File: src/rtl/ctrl_pipeline.sv
// Pipelined MIPS control unit: ID decode, ID/EX -> MEM/WB control registers, RAW stall and branch flush.
// Build option: define CTRL_FWD_EN for the forwarding unit (stall only on load-use).
module ctrl_pipeline #(
    parameter int unsigned REG_ADDR_W = 5,
    parameter int unsigned ALUOP_W    = 4,
    parameter int unsigned CNT_W      = 16
) (
    input  logic                  clk_i,
    input  logic                  rst_ni,
    input  logic [5:0]            id_opcode_i,
    input  logic [5:0]            id_func_i,
    input  logic [REG_ADDR_W-1:0] id_rs_i,
    input  logic [REG_ADDR_W-1:0] id_rt_i,
    input  logic [REG_ADDR_W-1:0] id_rd_i,
    input  logic                  ex_zero_i,
    output logic                  pc_write_o,
    output logic                  ifid_write_o,
    output logic                  ifid_flush_o,
    output logic                  pc_src_o,
    output logic [ALUOP_W-1:0]    ex_alu_op_o,
    output logic                  ex_alu_src_o,
    output logic [1:0]            forward_a_o,
    output logic [1:0]            forward_b_o,
    output logic                  mem_read_o,
    output logic                  mem_write_o,
    output logic [REG_ADDR_W-1:0] mem_wreg_o,
    output logic [REG_ADDR_W-1:0] wb_wreg_o,
    output logic                  wb_reg_write_o,
    output logic                  wb_mem_to_reg_o,
    output logic                  illegal_op_o,
    output logic [CNT_W-1:0]      stall_cnt_o,
    output logic [CNT_W-1:0]      flush_cnt_o
);

    localparam logic [5:0] OpRtype = 6'b000000;
    localparam logic [5:0] OpLw    = 6'b100011;
    localparam logic [5:0] OpSw    = 6'b101011;
    localparam logic [5:0] OpBeq   = 6'b000100;
    localparam logic [5:0] OpBne   = 6'b000101;
    localparam logic [5:0] OpAddi  = 6'b001000;

    localparam logic [ALUOP_W-1:0] AluAnd = ALUOP_W'(4'b0000);
    localparam logic [ALUOP_W-1:0] AluOr  = ALUOP_W'(4'b0001);
    localparam logic [ALUOP_W-1:0] AluAdd = ALUOP_W'(4'b0010);
    localparam logic [ALUOP_W-1:0] AluSub = ALUOP_W'(4'b0110);
    localparam logic [ALUOP_W-1:0] AluSlt = ALUOP_W'(4'b0111);
    localparam logic [ALUOP_W-1:0] AluNor = ALUOP_W'(4'b1100);

    // ID decode
    logic [ALUOP_W-1:0]    id_alu_op;
    logic                  id_alu_src, id_mem_read, id_mem_write, id_reg_write, id_mem_to_reg;
    logic                  id_branch, id_bne, id_legal, id_rt_src;
    logic [REG_ADDR_W-1:0] id_wreg;

    // ID/EX
    logic [ALUOP_W-1:0]    ex_alu_op_q;
    logic                  ex_alu_src_q, ex_mem_read_q, ex_mem_write_q, ex_reg_write_q;
    logic                  ex_mem_to_reg_q, ex_branch_q, ex_bne_q;
    logic [REG_ADDR_W-1:0] ex_wreg_q;
    // EX/MEM
    logic                  mem_mem_read_q, mem_mem_write_q, mem_reg_write_q, mem_mem_to_reg_q;
    logic [REG_ADDR_W-1:0] mem_wreg_q;
    // MEM/WB
    logic                  wb_reg_write_q, wb_mem_to_reg_q;
    logic [REG_ADDR_W-1:0] wb_wreg_q;

    logic                  illegal_q;
    logic [CNT_W-1:0]      stall_cnt_q, stall_cnt_d, flush_cnt_q, flush_cnt_d;

    logic rs_src, rt_src, hit_ex, raw_hazard, branch_taken, stall, bubble;

    always_comb begin
        id_alu_op     = '0;
        id_alu_src    = 1'b0;
        id_mem_read   = 1'b0;
        id_mem_write  = 1'b0;
        id_reg_write  = 1'b0;
        id_mem_to_reg = 1'b0;
        id_branch     = 1'b0;
        id_bne        = 1'b0;
        id_legal      = 1'b1;
        id_rt_src     = 1'b0;
        id_wreg       = id_rt_i;
        case (id_opcode_i)
            OpRtype: begin
                id_reg_write = 1'b1;
                id_rt_src    = 1'b1;
                id_wreg      = id_rd_i;
                case (id_func_i)
                    6'b100000: id_alu_op = AluAdd;
                    6'b100010: id_alu_op = AluSub;
                    6'b100100: id_alu_op = AluAnd;
                    6'b100101: id_alu_op = AluOr;
                    6'b100111: id_alu_op = AluNor;
                    6'b101010: id_alu_op = AluSlt;
                    default:   id_alu_op = AluAnd;
                endcase
            end
            OpLw: begin
                id_alu_op     = AluAdd;
                id_alu_src    = 1'b1;
                id_mem_read   = 1'b1;
                id_reg_write  = 1'b1;
                id_mem_to_reg = 1'b1;
            end
            OpSw: begin
                id_alu_op    = AluAdd;
                id_alu_src   = 1'b1;
                id_mem_write = 1'b1;
                id_rt_src    = 1'b1;
            end
            OpBeq: begin
                id_alu_op = AluSub;
                id_branch = 1'b1;
                id_rt_src = 1'b1;
            end
            OpBne: begin
                id_alu_op = AluSub;
                id_branch = 1'b1;
                id_bne    = 1'b1;
                id_rt_src = 1'b1;
            end
            OpAddi: begin
                id_alu_op    = AluAdd;
                id_alu_src   = 1'b1;
                id_reg_write = 1'b1;
            end
            default: begin
                id_legal = 1'b0;
                id_wreg  = '0;
            end
        endcase
    end

    // A non-zero source excludes reg 0 from ever matching a destination.
    assign rs_src = id_legal && (id_rs_i != '0);
    assign rt_src = id_rt_src && (id_rt_i != '0);
    assign hit_ex = (rs_src && (id_rs_i == ex_wreg_q)) || (rt_src && (id_rt_i == ex_wreg_q));

`ifdef CTRL_FWD_EN
    logic [REG_ADDR_W-1:0] ex_rs_q, ex_rt_q;

    assign raw_hazard = ex_mem_read_q && hit_ex;

    always_ff @(posedge clk_i) begin
        if (!rst_ni || bubble) begin
            ex_rs_q <= '0;
            ex_rt_q <= '0;
        end else begin
            ex_rs_q <= id_rs_i;
            ex_rt_q <= id_rt_i;
        end
    end

    always_comb begin
        forward_a_o = 2'b00;
        forward_b_o = 2'b00;
        if (mem_reg_write_q && (mem_wreg_q != '0) && (mem_wreg_q == ex_rs_q)) begin
            forward_a_o = 2'b10;
        end else if (wb_reg_write_q && (wb_wreg_q != '0) && (wb_wreg_q == ex_rs_q)) begin
            forward_a_o = 2'b01;
        end
        if (mem_reg_write_q && (mem_wreg_q != '0) && (mem_wreg_q == ex_rt_q)) begin
            forward_b_o = 2'b10;
        end else if (wb_reg_write_q && (wb_wreg_q != '0) && (wb_wreg_q == ex_rt_q)) begin
            forward_b_o = 2'b01;
        end
    end
`else
    logic hit_mem;

    // WB needs no check: the register file writes before it is read.
    assign hit_mem    = (rs_src && (id_rs_i == mem_wreg_q)) || (rt_src && (id_rt_i == mem_wreg_q));
    assign raw_hazard = (ex_reg_write_q && hit_ex) || (mem_reg_write_q && hit_mem);
    assign forward_a_o = 2'b00;
    assign forward_b_o = 2'b00;
`endif

    assign branch_taken = ex_branch_q && (ex_bne_q ? !ex_zero_i : ex_zero_i);
    assign stall        = raw_hazard && !branch_taken;
    assign bubble       = raw_hazard || branch_taken;

    assign pc_write_o   = !stall;
    assign ifid_write_o = !stall;
    assign ifid_flush_o = branch_taken;
    assign pc_src_o     = branch_taken;

    always_comb begin
        stall_cnt_d = stall_cnt_q;
        flush_cnt_d = flush_cnt_q;
        if (stall && (stall_cnt_q != '1)) begin
            stall_cnt_d = stall_cnt_q + CNT_W'(1);
        end
        if (branch_taken && (flush_cnt_q != '1)) begin
            flush_cnt_d = flush_cnt_q + CNT_W'(1);
        end
    end

    always_ff @(posedge clk_i) begin
        if (!rst_ni) begin
            ex_alu_op_q      <= '0;
            ex_alu_src_q     <= 1'b0;
            ex_mem_read_q    <= 1'b0;
            ex_mem_write_q   <= 1'b0;
            ex_reg_write_q   <= 1'b0;
            ex_mem_to_reg_q  <= 1'b0;
            ex_branch_q      <= 1'b0;
            ex_bne_q         <= 1'b0;
            ex_wreg_q        <= '0;
            mem_mem_read_q   <= 1'b0;
            mem_mem_write_q  <= 1'b0;
            mem_reg_write_q  <= 1'b0;
            mem_mem_to_reg_q <= 1'b0;
            mem_wreg_q       <= '0;
            wb_reg_write_q   <= 1'b0;
            wb_mem_to_reg_q  <= 1'b0;
            wb_wreg_q        <= '0;
            illegal_q        <= 1'b0;
            stall_cnt_q      <= '0;
            flush_cnt_q      <= '0;
        end else begin
            if (bubble) begin
                ex_alu_op_q     <= '0;
                ex_alu_src_q    <= 1'b0;
                ex_mem_read_q   <= 1'b0;
                ex_mem_write_q  <= 1'b0;
                ex_reg_write_q  <= 1'b0;
                ex_mem_to_reg_q <= 1'b0;
                ex_branch_q     <= 1'b0;
                ex_bne_q        <= 1'b0;
                ex_wreg_q       <= '0;
            end else begin
                ex_alu_op_q     <= id_alu_op;
                ex_alu_src_q    <= id_alu_src;
                ex_mem_read_q   <= id_mem_read;
                ex_mem_write_q  <= id_mem_write;
                ex_reg_write_q  <= id_reg_write;
                ex_mem_to_reg_q <= id_mem_to_reg;
                ex_branch_q     <= id_branch;
                ex_bne_q        <= id_bne;
                ex_wreg_q       <= id_wreg;
            end
            mem_mem_read_q   <= ex_mem_read_q;
            mem_mem_write_q  <= ex_mem_write_q;
            mem_reg_write_q  <= ex_reg_write_q;
            mem_mem_to_reg_q <= ex_mem_to_reg_q;
            mem_wreg_q       <= ex_wreg_q;
            wb_reg_write_q   <= mem_reg_write_q;
            wb_mem_to_reg_q  <= mem_mem_to_reg_q;
            wb_wreg_q        <= mem_wreg_q;
            // A flushed illegal instruction never leaves ID, so it does not report.
            illegal_q        <= !id_legal && !bubble;
            stall_cnt_q      <= stall_cnt_d;
            flush_cnt_q      <= flush_cnt_d;
        end
    end

    assign ex_alu_op_o     = ex_alu_op_q;
    assign ex_alu_src_o    = ex_alu_src_q;
    assign mem_read_o      = mem_mem_read_q;
    assign mem_write_o     = mem_mem_write_q;
    assign mem_wreg_o      = mem_wreg_q;
    assign wb_wreg_o       = wb_wreg_q;
    assign wb_reg_write_o  = wb_reg_write_q;
    assign wb_mem_to_reg_o = wb_mem_to_reg_q;
    assign illegal_op_o    = illegal_q;
    assign stall_cnt_o     = stall_cnt_q;
    assign flush_cnt_o     = flush_cnt_q;

endmodule

File: config.mk
export PLATFORM = sky130hd
export DESIGN_NAME = ctrl_pipeline
export DESIGN_NICKNAME = d
export VERILOG_FILES = /design/src/rtl/ctrl_pipeline.sv
export SDC_FILE = /design/constraint.sdc
export NUM_CORES = 1
export LEC_CHECK = 0
export ABC_CLOCK_PERIOD_IN_PS = 5900
export CORE_MARGIN = 2
export CORE_UTILIZATION = 45
export CTS_BUF_LIST = sky130_fd_sc_hd__clkbuf_16
export CTS_CLUSTER_DIAMETER = 40
export DETAILED_ROUTE_END_ITERATION = 16
export PLACE_DENSITY = 0.77
export SKIP_CTS_REPAIR_TIMING = 1
export SYNTH_ARGS = -nofsm -noshare
export SYNTH_HDL_FRONTEND = slang
export SYNTH_SLANG_ARGS = --single-unit
File: constraint.sdc
create_clock -name clk_i -period 5.9 [get_ports clk_i]
set_input_delay 0.885 -clock clk_i [delete_from_list [all_inputs] [get_ports clk_i]]
set_output_delay 0.885 -clock clk_i [all_outputs]
set_load 0.005 [all_outputs]
=== After elaboration in Yosys (flattened, before gate mapping) ===
Cells that the tools add are included.

* Reductions and logical operators: 32
* Muxes and demuxes: 12
* Eq/ne operators: 16
* Add/sub/neg operators: 2
* Bitwise gates (word level): 1

{| class="wikitable"
|+ Operators by type and width
! kind !! count
|-
| $eq A6 B6 Y1 const B || 7
|-
| $add A16 B1 Y16 const B || 2
|-
| $ne A16 B16 Y1 const B || 2
|-
| $eq A5 B5 Y1 || 4
|-
| $pmux W4 S5 || 1
|-
| $logic_and A1 B1 Y1 || 13
|-
| $eq A6 B3 Y1 const B || 2
|-
| $pmux W4 S3 || 1
|-
| $pmux W5 S2 || 1
|-
| $reduce_bool A5 Y1 || 2
|-
| $mux W1 || 9
|-
| $eq A6 B4 Y1 const B || 1
|-
| $logic_not A6 Y1 || 1
|-
| $reduce_or A3 Y1 || 2
|-
| $reduce_or A6 Y1 || 1
|-
| $logic_not A1 Y1 || 5
|-
| $reduce_or A5 Y1 || 1
|-
| $logic_or A1 B1 Y1 || 4
|-
| $reduce_or A2 Y1 || 2
|-
| $reduce_or A4 Y1 || 1
|-
| $not A1 Y1 || 1
|}

* Bits in registers: 63
* Logic and storage cells: 81
* Input bits: 30

=== Depth between registers and ports, before layout ===
Gate-level depths: netlist (run 1).

* Word-level depth: 11
* Mapped depth: 9
* Gate-level depth less buffers: 8

=== Worst setup path after synthesis (run 1) ===
Ideal clock, no wire load.

* Path type: input to output
* Start point: input id_rt_i[2]
* End point: output pc_write_o
* Arrival: 2.175 ns
* Required time: 5.015 ns
* Path slack: 2.840 ns
* Stages on the path: 7
* Path buffers: 1
* Cell sequence: or4_1 o21bai_1 nor4_1 o21ai_2 nand2_1 nand2_1 buf_4

* Longest elaborated chain between the ends: 8
* Elaborated cells on any way between the ends: 13
* Classes of those cells: eq/ne (2); reduce/logical (11)

{| class="wikitable"
|+ Ends and longest elaborated chain
! what !! line !! RTL
|-
| start: declaration || 13 || <nowiki>input logic [REG_ADDR_W-1:0] id_rt_i,</nowiki>
|-
| $reduce_bool A5 Y1 || 137 || <nowiki>assign rt_src = id_rt_src && (id_rt_i != '0);</nowiki>
|-
| $logic_and A1 B1 Y1 || 137 ||
|-
| $logic_and A1 B1 Y1, on equally long branches || 138, 173 ||
|-
| $logic_or A1 B1 Y1, on equally long branches || 138, 173 ||
|-
| $logic_and A1 B1 Y1 || 174 || <nowiki>assign raw_hazard = (ex_reg_write_q && hit_ex) || (mem_reg_write_q && hit_mem);</nowiki>
|-
| $logic_or A1 B1 Y1 (*) || 174 ||
|-
| $logic_and A1 B1 Y1 (*) || 180 || <nowiki>assign stall = raw_hazard && !branch_taken;</nowiki>
|-
| $logic_not A1 Y1 (*) || -- ||
|-
| end: declaration || 16 || <nowiki>output logic pc_write_o,</nowiki>
|}

Every way passes the cells marked *; elsewhere a longest branch is shown, timed or not.

=== Final worst setup path (run 1) ===
* Start point: input id_rt_i[2]
* End point: output ifid_write_o

* Longest elaborated chain between the ends: 8
* Elaborated cells on any way between the ends: 13
* Classes of those cells: eq/ne (2); reduce/logical (11)

{| class="wikitable"
|+ Ends and longest elaborated chain
! what !! line !! RTL
|-
| $reduce_bool A5 Y1 || 137 ||
|-
| $logic_and A1 B1 Y1 || 137 ||
|-
| $logic_and A1 B1 Y1, on equally long branches || 138, 173 ||
|-
| $logic_or A1 B1 Y1, on equally long branches || 138, 173 ||
|-
| $logic_and A1 B1 Y1 || 174 ||
|-
| $logic_or A1 B1 Y1 (*) || 174 ||
|-
| $logic_and A1 B1 Y1 (*) || 180 ||
|-
| $logic_not A1 Y1 (*) || 184 || <nowiki>assign ifid_write_o = !stall;</nowiki>
|-
| end: declaration || 17 || <nowiki>output logic ifid_write_o,</nowiki>
|}

Marked as above.

==> qor.txt, run 1 <==
PWR
--------------------------------------------------------------------------------
Total leakage power ...............................................     1.448 nW
Power per standard cell area ...................................... 238.8 nW/um^2
Largest vdd supply drop ...........................................     157.4 uV
Power Internal ....................................................     776.1 uW
Logic pwr share ...................................................         5.9%
Part of the power in registers ....................................        43.9%
Power dissipated by switching net loads ...........................     199.9 uW
Fraction of power consumed by the clock network ...................        50.2%
Switching share of power ..........................................       20.48%

STA
--------------------------------------------------------------------------------
Final Max Slew Viols ..............................................            0
Post-route minimum period .........................................     4.147 ns
Worst rel slew slack ..............................................       33.55%
Hold Vio Cnt, Final ...............................................            0
Setup repair after global routing missed its margin ...............           no
Worst slew pin tran ...............................................    0.9967 ns
Post-route fraction of the period consumed by the critical path ...       70.28%
Accumulated negative setup slack ..................................         0 ns
Minimum setup slack in the final design ...........................     1.753 ns
Max frequency .....................................................    241.2 MHz
Total setup violations reported at the end of the flow ............            0
Largest clock skew in the final design ............................  0.008227 ns

PLACEMENT
--------------------------------------------------------------------------------
Half-perimeter wire length after placement ........................     4.887 mm
DP Worst Slack ....................................................     1.800 ns
Count of buffers inserted at the top-level ports ..................           85
Routability congestion estimate from global placement .............       0.9084

SYNTH
--------------------------------------------------------------------------------
EDFF count, synth .................................................            0
Part of the Yosys area used for sequential elements ...............       43.04%
Count of synthesis-stage warnings from yosys ......................            0
Synth Register Bits ...............................................           63
Synthesized instance count ........................................          334
Synth cell types ..................................................           50
Share of synthesized flip-flops with an asynchronous set or reset .           0%
Synth Area per Inst ...............................................   8.773 um^2
Most area-consuming cells after synthesis ......................... sky130_fd_sc_hd__dfxtp_1, sky130_fd_sc_hd__xnor2_1, sky130_fd_sc_hd__nor2_1
Synth Flop Type ................................................... sky130_fd_sc_hd__dfxtp_1
Post-synthesis cell type with the largest combined area ........... sky130_fd_sc_hd__dfxtp_1
Mapped Area .......................................................    2930 um^2
Area share of the largest cell type after synthesis ...............       43.04%

DIE
--------------------------------------------------------------------------------
Rows ..............................................................           29
Die ar. ...........................................................    7173 um^2
Core box area .....................................................    6314 um^2
Chip height .......................................................     84.70 um
Die outline width .................................................     84.70 um
Initial core utilization ..........................................       46.41%
Number of top-level pins ..........................................           90

FINAL LAYOUT
--------------------------------------------------------------------------------
Multi-input gate area .............................................    1565 um^2
Area added between synthesis and finish ...........................       39.45%
Total inserted antenna cells ......................................            0
Final-stage net count .............................................          451
Area taken by flip-flops and latches ..............................    1261 um^2
Share of layout cells above drive strength 1 ......................       5.201%
FILL cells ........................................................          543

WORST SETUP PATH
--------------------------------------------------------------------------------
Cell with the biggest individual delay on the critical path ....... sky130_fd_sc_hd__or4_1
Crit path DAT .....................................................      3.26 ns
Maximum fanout encountered on the critical timing path ............            8
Worst-path cell chain ............................................. clkdlybuf4s50_1 > or4_1 > o21bai_1 > nor4_1 > o21ai_2 > nand2_1 > nand2_1 > clkdlybuf4s50_1
WS Path Type ...................................................... input pin to primary output
Data required time of the worst path ..............................      5.02 ns
CP delay by family, top ........................................... buffers and inverters
Type of origin of the critical path ...............................    input pin
Delay of the slowest critical-path stage ..........................      0.56 ns
Buf+Inv Stages, Crit Path .........................................            2
Kind of end point of the critical path ............................ primary output

GLOBAL ROUTING
--------------------------------------------------------------------------------
Vias in the first global route ....................................        2,467
Largest net degree at the start of global routing .................           30
Congestion Overflow GR ............................................            0
Global Route Usage Sum ............................................       18.98%
Wire length of the first global-routing pass ......................     11.03 mm
Antenna violations before repair ..................................            0

DETAILED ROUTING
--------------------------------------------------------------------------------
Vias per cell .....................................................        5.242
Number of routed nets with antenna violations .....................            0
Routed wirelength normalized by instance count ....................     13.21 um
Drt first pass iters ..............................................            4
DRC ...............................................................            0
Via count .........................................................        2,621
Number of DRC markers in iteration 0 ..............................           88
Drt total wl ......................................................     6.607 mm

CLOCK NETWORK
--------------------------------------------------------------------------------
CTS H-tree depth ..................................................            3
Clock tree root driver cell ....................................... sky130_fd_sc_hd__clkbuf_16
Clock transition at path regs .....................................      0.05 ns
Total CTS buffers .................................................            9
Clock tree from TritonCTS .........................................          yes
TritonCTS sink count ..............................................           63
Clk Latency, worst-skew pair ......................................      0.32 ns
Longest Clk Path Bufs .............................................            2

STATUS
--------------------------------------------------------------------------------
Status ............................................................ finished, final reports clean

FLOW RUN
--------------------------------------------------------------------------------
Max-cap violations ................................................            0

HOLD PATH
--------------------------------------------------------------------------------
Path category of the worst min-delay check ........................ register to register

## flip-flops by register name, indices dropped and copies added, names as in the netlist, 4 cells and up
signal / count
flush_cnt_o: 16
mem_wreg_o: 5
stall_cnt_o: 16
ex_alu_op_o: 4
wb_wreg_o: 5
ex_wreg_q: 5
## layout by cell type (no fill, tap or decap), types with 6 or more instances in the layout
cell and instances:
sky130_fd_sc_hd__a21oi_1 12, sky130_fd_sc_hd__and2_1 20, sky130_fd_sc_hd__clkbuf_16 9, sky130_fd_sc_hd__clkdlybuf4s50_1 85, sky130_fd_sc_hd__dfxtp_1 63, sky130_fd_sc_hd__inv_1 9
sky130_fd_sc_hd__mux2i_1 8, sky130_fd_sc_hd__nand2_1 31, sky130_fd_sc_hd__nand2b_1 6, sky130_fd_sc_hd__nand3_1 16, sky130_fd_sc_hd__nand4_1 9, sky130_fd_sc_hd__nor2_1 37
sky130_fd_sc_hd__nor3_1 8, sky130_fd_sc_hd__o21ai_0 7, sky130_fd_sc_hd__or3_1 6, sky130_fd_sc_hd__xnor2_1 31
## worst reg2reg max path, cell delays in order, from the launching register on
cell and delay, ns:
sky130_fd_sc_hd__dfxtp_1 0.36, sky130_fd_sc_hd__and3_1 0.24, sky130_fd_sc_hd__and3_1 0.22, sky130_fd_sc_hd__and3_1 0.23, sky130_fd_sc_hd__a41o_1 0.30, sky130_fd_sc_hd__a21oi_1 0.78
sky130_fd_sc_hd__nand4_1 0.21, sky130_fd_sc_hd__mux2i_1 0.17
## Yosys cell counts, drive strengths merged (2+ instances only)
master	instances
a2111oi	3
a211oi	2
a21oi	13
a22oi	5
a2bb2oi	2
a31o	3
and2	20
and3	4
buf	9
clkbuf	5
dfxtp	63
ha	2
inv	8
mux2i	8
nand2	31
nand2b	6
nand3	16
nand3b	3
nand4	10
nor2	37
nor2b	2
nor3	9
nor4	4
o21ai	9
or3	6
or4	2
xnor2	31
xor2	4
## cell families after synthesis
family / count (synthesis) / synth area share, %
mux: 8 / 2.733
buf+inv: 23 / 3.928
flops: 63 / 43.04
simple gates: 156 / 27.92
xor+xnor: 35 / 10.46
other cells: 1 / 0.1280
fa+ha+maj: 2 / 0.8538
compound gates: 46 / 10.93
## metrics by stage
stage               hold slack (ns)  power [mW]  instances  cell area (um^2)  util [%]
floorplan                    0.4119      0.4634        337              2942         -
global placement             0.4199      0.4929        485              3807     60.31
detailed placement           0.4210      0.4946        485              3807     60.31
CTS                          0.4337      0.9852        500              4086     64.72
global route                 0.4441       1.012        500              4086     64.72
finish                       0.4295      0.9760        500              4086     64.72
## power by group through the flow
stage / clock network, mW / registers (mW) / logic, mW
after global placement: 0 / 0.437 / 0.0561
final: 0.490 / 0.428 / 0.0579
after detailed placement: 0 / 0.437 / 0.0578
after global routing: 0.522 / 0.428 / 0.0631
after CTS: 0.499 / 0.428 / 0.0581
after floorplan: 0 / 0.437 / 0.0266
## worst paths after layout
check                           cells past startpoint            start               end  slack (ns)
worst max-delay path                                8       id_rt_i[2]      ifid_write_o        1.75
worst min-delay path                                1  ex_mem_to_reg_q  mem_mem_to_reg_q        0.43
worst max register to register                      7   stall_cnt_o[7]   stall_cnt_o[15]        3.27
worst min register to register                      1  ex_mem_to_reg_q  mem_mem_to_reg_q        0.43
## routing by layer
layer  wire length (um)  track usage, %
met1               2898           23.18
met2               3160           31.71
met3                488           6.490
met4                 60           5.628
met5                  0               0
## final cells by class
class,instances,share of cell area (%)
Clock buffer,9,5.511
Clock inverter,6,1.317
Inverter,9,0.8267
Multi-Input combinational cell,251,38.30
Sequential cell,63,30.86
Tap cell,77,2.358
Timing Repair Buffer,85,20.82
Note: power is estimated with default switching activity, not from simulation.
==> inputs of run 2 (changes only) <==
--- a/config.mk
+++ b/config.mk
@@ -5,7 +5,7 @@
 export SDC_FILE = /design/constraint.sdc
 export NUM_CORES = 1
 export LEC_CHECK = 0
-export ABC_CLOCK_PERIOD_IN_PS = 5900
+export ABC_CLOCK_PERIOD_IN_PS = 3850
 export CORE_MARGIN = 2
 export CORE_UTILIZATION = 45
 export CTS_BUF_LIST = sky130_fd_sc_hd__clkbuf_16
==> constraint.sdc (replaced) <==
create_clock -name clk_i -period 3.85 [get_ports clk_i]
set_input_delay 0.5775 -clock clk_i [delete_from_list [all_inputs] [get_ports clk_i]]
set_output_delay 0.5775 -clock clk_i [all_outputs]
set_load 0.005 [all_outputs]
==> run 2 against run 1 <==
Flip-flop and latch count did not move. Core utilization grew 1.1 points. Hold slack improved by 0.0034 ns. Clock skew decreased by 0.00080 ns. Non-clock buffer count rose by 6. Critical path depth is the same. Critical endpoint unchanged. Largest cell class unchanged.
==> qor.txt, run 2 (synthesized netlist as in run 1, its figures left out) <==
STATUS
------------------------------------------------------------------------------
Status .......................................................... finished, final reports clean

STA
------------------------------------------------------------------------------
Setup repair after global routing missed its margin .............           no
Hold Vio Cnt, Final .............................................            0   unchanged
Total setup violations reported at the end of the flow ..........            0   unchanged
Post-route minimum period .......................................     3.358 ns
Minimum setup slack in the final design .........................    0.4916 ns   -1.262 ns
Final Max Slew Viols ............................................            0   unchanged
Hold_ws .........................................................    0.4329 ns   +0.003448 ns
Post-route fraction of the period consumed by the critical path .       87.23%
Worst rel slew slack ............................................       66.45%   +33 points
Max frequency ...................................................    297.8 MHz
Accumulated negative setup slack ................................         0 ns   unchanged
Worst slew pin tran .............................................    0.4906 ns   -0.5061 ns
Largest clock skew in the final design ..........................  0.007424 ns   -0.0008025 ns

DIE
------------------------------------------------------------------------------
Die ar. .........................................................    7173 um^2   unchanged
Die outline width ...............................................     84.70 um   unchanged
Rows ............................................................           29   unchanged
Number of top-level pins ........................................           90   unchanged
Initial core utilization ........................................       46.41%   unchanged
Chip height .....................................................     84.70 um   unchanged
Core box area ...................................................    6314 um^2   unchanged

DETAILED ROUTING
------------------------------------------------------------------------------
Vias per cell ...................................................        5.260   +0.35%
Drt total wl ....................................................     6.782 mm   +2.6%
Drt first pass iters ............................................            4   unchanged
Routed wirelength normalized by instance count ..................     13.38 um   +1.2%
Number of DRC markers in iteration 0 ............................          117   +33%
DRC .............................................................            0   unchanged
Via count .......................................................        2,667   +1.8%
Number of routed nets with antenna violations ...................            0   unchanged

CLOCK NETWORK
------------------------------------------------------------------------------
Clock tree root driver cell ..................................... sky130_fd_sc_hd__clkbuf_16
Longest Clk Path Bufs ...........................................            2   unchanged
TritonCTS sink count ............................................           63   unchanged
Clock tree from TritonCTS .......................................          yes
Clk Latency, worst-skew pair ....................................      0.32 ns   about the same
Clock transition at path regs ...................................      0.05 ns   about the same
CTS H-tree depth ................................................            3   unchanged
Total CTS buffers ...............................................            9   unchanged

GLOBAL ROUTING
------------------------------------------------------------------------------
Antenna violations before repair ................................            0   unchanged
Global Route Usage Sum ..........................................       19.07%   +0.094 points
Largest net degree at the start of global routing ...............           30   unchanged
Congestion Overflow GR ..........................................            0   unchanged
Vias in the first global route ..................................        2,449   -0.73%
Wire length of the first global-routing pass ....................     10.92 mm   -0.94%

WORST SETUP PATH
------------------------------------------------------------------------------
Type of origin of the critical path .............................    input pin
Maximum fanout encountered on the critical timing path ..........            4   -4
Crit path DAT ...................................................      2.78 ns   -0.48 ns
R2r worst-path depth ............................................            7   unchanged
WS Path Type .................................................... input pin to primary output
End of the worst register-to-register path ...................... stall_cnt_o[9]
Reg2Reg Launch Point ............................................ stall_cnt_o[7]
Data required time of the worst path ............................      3.27 ns   -1.75 ns
Setup slack of the worst register-to-register path ..............      1.66 ns   -1.61 ns
Kind of end point of the critical path .......................... primary output

HOLD PATH
------------------------------------------------------------------------------
Startpoint of the lowest-slack hold path ........................ ex_mem_to_reg_q
WHS Endpoint .................................................... mem_mem_to_reg_q
Depth of the worst hold-timing path .............................            1   unchanged
Path category of the worst min-delay check ...................... register to register

PLACEMENT
------------------------------------------------------------------------------
Placed cell count ...............................................          491   +1.2%
DP Worst Slack ..................................................    0.5200 ns   -1.280 ns
Count of buffers inserted at the top-level ports ................           85   unchanged
Half-perimeter wire length after placement ......................     5.013 mm   +2.6%
Routability congestion estimate from global placement ...........       0.8902   -2.0%

FLOW RUN
------------------------------------------------------------------------------
Max-cap violations ..............................................            0   unchanged

FINAL LAYOUT
------------------------------------------------------------------------------
Non-filler instance count after layout ..........................          507   +1.4%
Final-stage net count ...........................................          457   +1.3%
Commonest non-fill, non-tap cell in the layout .................. sky130_fd_sc_hd__clkdlybuf4s50_1
FILL cells ......................................................          531   -2.2%
Commonest cells after routing, fill and taps aside .............. sky130_fd_sc_hd__clkdlybuf4s50_1, sky130_fd_sc_hd__dfxtp_1, sky130_fd_sc_hd__nor2_1, sky130_fd_sc_hd__nand2_1, sky130_fd_sc_hd__xnor2_1
Total inserted antenna cells ....................................            0   unchanged
Share of layout cells above drive strength 1 ....................       6.512%   +1.3 points
Area added between synthesis and finish .........................       41.89%

PWR
------------------------------------------------------------------------------
Total leakage power .............................................     1.496 nW   +3.3%
Power per standard cell area .................................... 377.1 nW/um^2   +58%
Total power of the final layout .................................     1.568 mW   +61%
Largest vdd supply drop .........................................     285.1 uV   +81%

==> run 2: how the worst max path moves through the flow <==
stage                    to  slack, ns       start
2_1_floorplan    pc_write_o       1.41  id_rt_i[2]
3_3_place_gp     pc_write_o       0.54  id_rt_i[2]
3_5_place_dp   ifid_write_o       0.52  id_rt_i[2]
4_1_cts        ifid_write_o       0.48  id_rt_i[2]
5_1_grt        ifid_write_o       0.34  id_rt_i[2]
6_report       ifid_write_o       0.49  id_rt_i[2]
==> run 2: power breakdown <==
group | switching [mW] | leakage [nW] | internal [mW]
clock | 0.267 | 0.157 | 0.555
combinational | 0.0422 | 0.832 | 0.0479
sequential | 0.000887 | 0.508 | 0.655
==> run 2: final cells by class <==
type	instances	area [um^2]	share of cell area [%]
Multi-Input combinational cell	251	1565	37.65
Sequential cell	63	1261	30.33
Timing Repair Buffer	91	895.9	21.55
Clock buffer	9	225.2	5.417
Tap cell	77	96.34	2.317
Clock inverter	7	80.08	1.926
Inverter	9	33.78	0.8125
==> run 2: layer usage <==
metal | share of wire (%) | track usage [%] | vias up | wire length [um]
met5 | 0 | 0 | - | 0
met4 | 1.2 | 7.359 | 0 | 84
met3 | 6.5 | 6.096 | 9 | 443
met2 | 49 | 32.50 | 75 | 3339
met1 | 43 | 22.31 | 1247 | 2915
li1 | - | - | 1336 | -
==> run 2: stage by stage <==
step	cell area, um^2	util, %
after floorplan	2942	-
after global placement	3852	61.02
after detailed placement	3852	61.02
after CTS	4158	65.85
after global routing	4158	65.85
final	4158	65.85
==> run 2: worst max-delay path: stages <==
cell and delay (ns):
sky130_fd_sc_hd__clkdlybuf4s50_1 0.49, sky130_fd_sc_hd__or4_1 0.55, sky130_fd_sc_hd__o21bai_1 0.20, sky130_fd_sc_hd__nor4_1 0.11, sky130_fd_sc_hd__o21ai_2 0.16, sky130_fd_sc_hd__nand2_1 0.07, sky130_fd_sc_hd__nand2_1 0.12, sky130_fd_sc_hd__clkdlybuf4s50_1 0.51
==> inputs of run 3 (changes only) <==
--- a/config.mk
+++ b/config.mk
@@ -7,11 +7,12 @@
 export LEC_CHECK = 0
 export ABC_CLOCK_PERIOD_IN_PS = 3850
 export CORE_MARGIN = 2
-export CORE_UTILIZATION = 45
+export CORE_UTILIZATION = 40
 export CTS_BUF_LIST = sky130_fd_sc_hd__clkbuf_16
 export CTS_CLUSTER_DIAMETER = 40
 export DETAILED_ROUTE_END_ITERATION = 16
-export PLACE_DENSITY = 0.77
+export DONT_BUFFER_PORTS = 1
+export GPL_ROUTABILITY_DRIVEN = 0
 export SKIP_CTS_REPAIR_TIMING = 1
 export SYNTH_ARGS = -nofsm -noshare
 export SYNTH_HDL_FRONTEND = slang
==> run 3 against run 2 <==
Final cell count shrank 13%. Clock skew is essentially flat. Highest routed layer unchanged. Critical endpoint is now pc_write_o. Flip-flop and latch count is the same. Sequential share of layout area grew 7.8 points.
==> qor.txt, run 3 (synthesized netlist as in run 1, its figures left out) <==
STA
------------------------------------------------------------------------------
Max frequency ...................................................    385.7 MHz   +30%
Minimum setup slack in the final design .........................     1.257 ns   +0.7658 ns
Hold Vio Cnt, Final .............................................            0   unchanged
Post-route fraction of the period consumed by the critical path .       67.34%   -20 points
Setup repair after global routing missed its margin .............           no
Final Max Slew Viols ............................................            0   unchanged
Largest clock skew in the final design ..........................  0.007376 ns   -0.00004785 ns
Worst rel slew slack ............................................       34.23%   -32 points
Post-route minimum period .......................................     2.593 ns   -0.7658 ns
Accumulated negative setup slack ................................         0 ns   unchanged
Total setup violations reported at the end of the flow ..........            0   unchanged
Worst slew pin tran .............................................    0.9729 ns   +0.4822 ns

DETAILED ROUTING
------------------------------------------------------------------------------
Routed wirelength normalized by instance count ..................     14.79 um   +11%
Number of DRC markers in iteration 0 ............................           43   -63%
Drt first pass iters ............................................            4   unchanged
Drt total wl ....................................................     6.491 mm   -4.3%
Routed length on met1 ...........................................     2.836 mm   -2.7%
Highest routed layer ............................................         met4
Via count .......................................................        2,349   -12%
Vias per cell ...................................................        5.351   +1.7%
Detailed-routed wire length on met2 .............................     2.905 mm   -13%
Detail Route met3 WL ............................................       643 um   +45%
DRC .............................................................            0   unchanged
Number of routed nets with antenna violations ...................            0   unchanged

WORST SETUP PATH
------------------------------------------------------------------------------
Cell with the biggest individual delay on the critical path ..... sky130_fd_sc_hd__or4_1
Cell seen most often among critical-path stages ................. sky130_fd_sc_hd__nand2_1
Worst-path cell chain ........................................... or4_1 > o21bai_1 > nor4_1 > o21ai_2 > nand2_1 > nand2_1
Delay of the slowest critical-path stage ........................      0.51 ns   -0.04 ns
Data required time of the worst path ............................      3.27 ns   about the same
Buf+Inv Stages, Crit Path .......................................            0   -2
Reg2Reg Launch Point ............................................ stall_cnt_o[7]
Crit path DAT ...................................................      2.02 ns   -0.76 ns
Maximum fanout encountered on the critical timing path ..........            8   +4
Launch point of the critical path ...............................   id_rt_i[2]
WS Path Type .................................................... input pin to primary output
Type of origin of the critical path .............................    input pin
Kind of end point of the critical path .......................... primary output
CP delay by family, top ......................................... simple AND/OR/NAND/NOR gates

PLACEMENT
------------------------------------------------------------------------------
Half-perimeter wire length after placement ......................     4.750 mm   -5.3%
Count of buffers inserted at the top-level ports ................            0   -100%
DP Worst Slack ..................................................     1.264 ns   +0.7438 ns
Placed cell count ...............................................          423   -14%

FINAL LAYOUT
------------------------------------------------------------------------------
Share of layout cells above drive strength 1 ....................       7.353%   +0.84 points
FILL cells ......................................................          702   +32%
Post-layout utilization of the core .............................       46.05%   -20 points
Area added between synthesis and finish .........................       12.77%
Area taken by flip-flops and latches ............................    1261 um^2   unchanged
Commonest cells after routing, fill and taps aside .............. sky130_fd_sc_hd__dfxtp_1, sky130_fd_sc_hd__nor2_1, sky130_fd_sc_hd__nand2_1, sky130_fd_sc_hd__xnor2_1, sky130_fd_sc_hd__and2_1
Commonest non-fill, non-tap cell in the layout .................. sky130_fd_sc_hd__dfxtp_1
Multi-input gate area ...........................................    1565 um^2   unchanged
Non-filler instance count after layout ..........................          439   -13%
Total inserted antenna cells ....................................            0   unchanged
Final-stage net count ...........................................          367   -20%

DIE
------------------------------------------------------------------------------
Number of top-level pins ........................................           90   unchanged
Die outline width ...............................................     89.59 um   +5.8%
Rows ............................................................           31   +6.9%
Chip height .....................................................     89.59 um   +5.8%
Initial core utilization ........................................       40.84%   -5.6 points
Die ar. .........................................................    8026 um^2   +12%
Core box area ...................................................    7176 um^2   +14%

GLOBAL ROUTING
------------------------------------------------------------------------------
Congestion Overflow GR ..........................................            0   unchanged
Largest net degree at the start of global routing ...............           30   unchanged
Antenna violations before repair ................................            0   unchanged
Global Route Usage Sum ..........................................       16.92%   -2.2 points
Vias in the first global route ..................................        2,207   -9.9%
Wire length of the first global-routing pass ....................     10.36 mm   -5.1%

CLOCK NETWORK
------------------------------------------------------------------------------
Total CTS buffers ...............................................            9   unchanged
Clk Latency, worst-skew pair ....................................      0.33 ns   about the same
TritonCTS sink count ............................................           63   unchanged
Longest Clk Path Bufs ...........................................            2   unchanged
Clock transition at path regs ...................................      0.05 ns   about the same
Clock tree root driver cell ..................................... sky130_fd_sc_hd__clkbuf_16
Clock tree from TritonCTS .......................................          yes
CTS H-tree depth ................................................            3   unchanged

PWR
------------------------------------------------------------------------------
Total power of the final layout .................................     1.536 mW   -2.0%
Largest vdd supply drop .........................................     227.0 uV   -20%
Power per standard cell area .................................... 464.9 nW/um^2   +23%
Total leakage power .............................................     1.157 nW   -23%

HOLD PATH
------------------------------------------------------------------------------
Startpoint of the lowest-slack hold path ........................ id_func_i[1]
Path category of the worst min-delay check ...................... input pin to register

STATUS
------------------------------------------------------------------------------
Status .......................................................... finished, final reports clean

FLOW RUN
------------------------------------------------------------------------------
Max-cap violations ..............................................            0   unchanged

==> run 3: final timing paths <==
kind / slack (ns) / endpoint / cells past startpoint
worst max-delay path: 1.26 / pc_write_o / 6
worst min-delay path: 0.38 / ex_alu_op_o[3] / 2
worst max register to register: 1.66 / stall_cnt_o[4] / 7
worst min register to register: 0.44 / mem_mem_to_reg_q / 1
==> run 3: report_power, final <==
| group | switching, mW | internal [mW] |
|---|---|---|
| Sequential | 0.00161 | 0.655 |
| Clock | 0.282 | 0.560 |
| Combinational | 0.0194 | 0.0189 |
| Total | 0.303 | 1.23 |
==> run 3: metal layers <==
metal  vias up  global-route usage [%]
met4         0                   7.056
met3        10                   7.952
met2        86                   25.20
met1      1096                   21.03
li1       1157                       -
met5         -                       0
==> run 3: worst reg2reg max path: cells and delay by family (launching register included) <==
family | cells | cell delay [ns]
flops | 1 | 0.37
compound gates | 2 | 0.78
simple gates | 4 | 0.73
xor+xnor | 1 | 0.19
==> run 3: area by class of cell <==
type / count / area share [%]
clock inverters: 7 / 2.651
repair buffers: 1 / 0.2272
inverters: 9 / 1.022
multi-input cells: 251 / 47.37
clock buffers: 9 / 6.816
well taps: 99 / 3.749
flip-flops and latches: 63 / 38.17
==> run 3: through the flow <==
step | hold WS (ns) | instance area [um^2]
floorplan | 0.4119 | 2942
global placement | 0.4210 | 2992
detailed placement | 0.4286 | 2992
CTS | 0.3625 | 3304
global route | 0.3703 | 3304
finish | 0.3774 | 3304
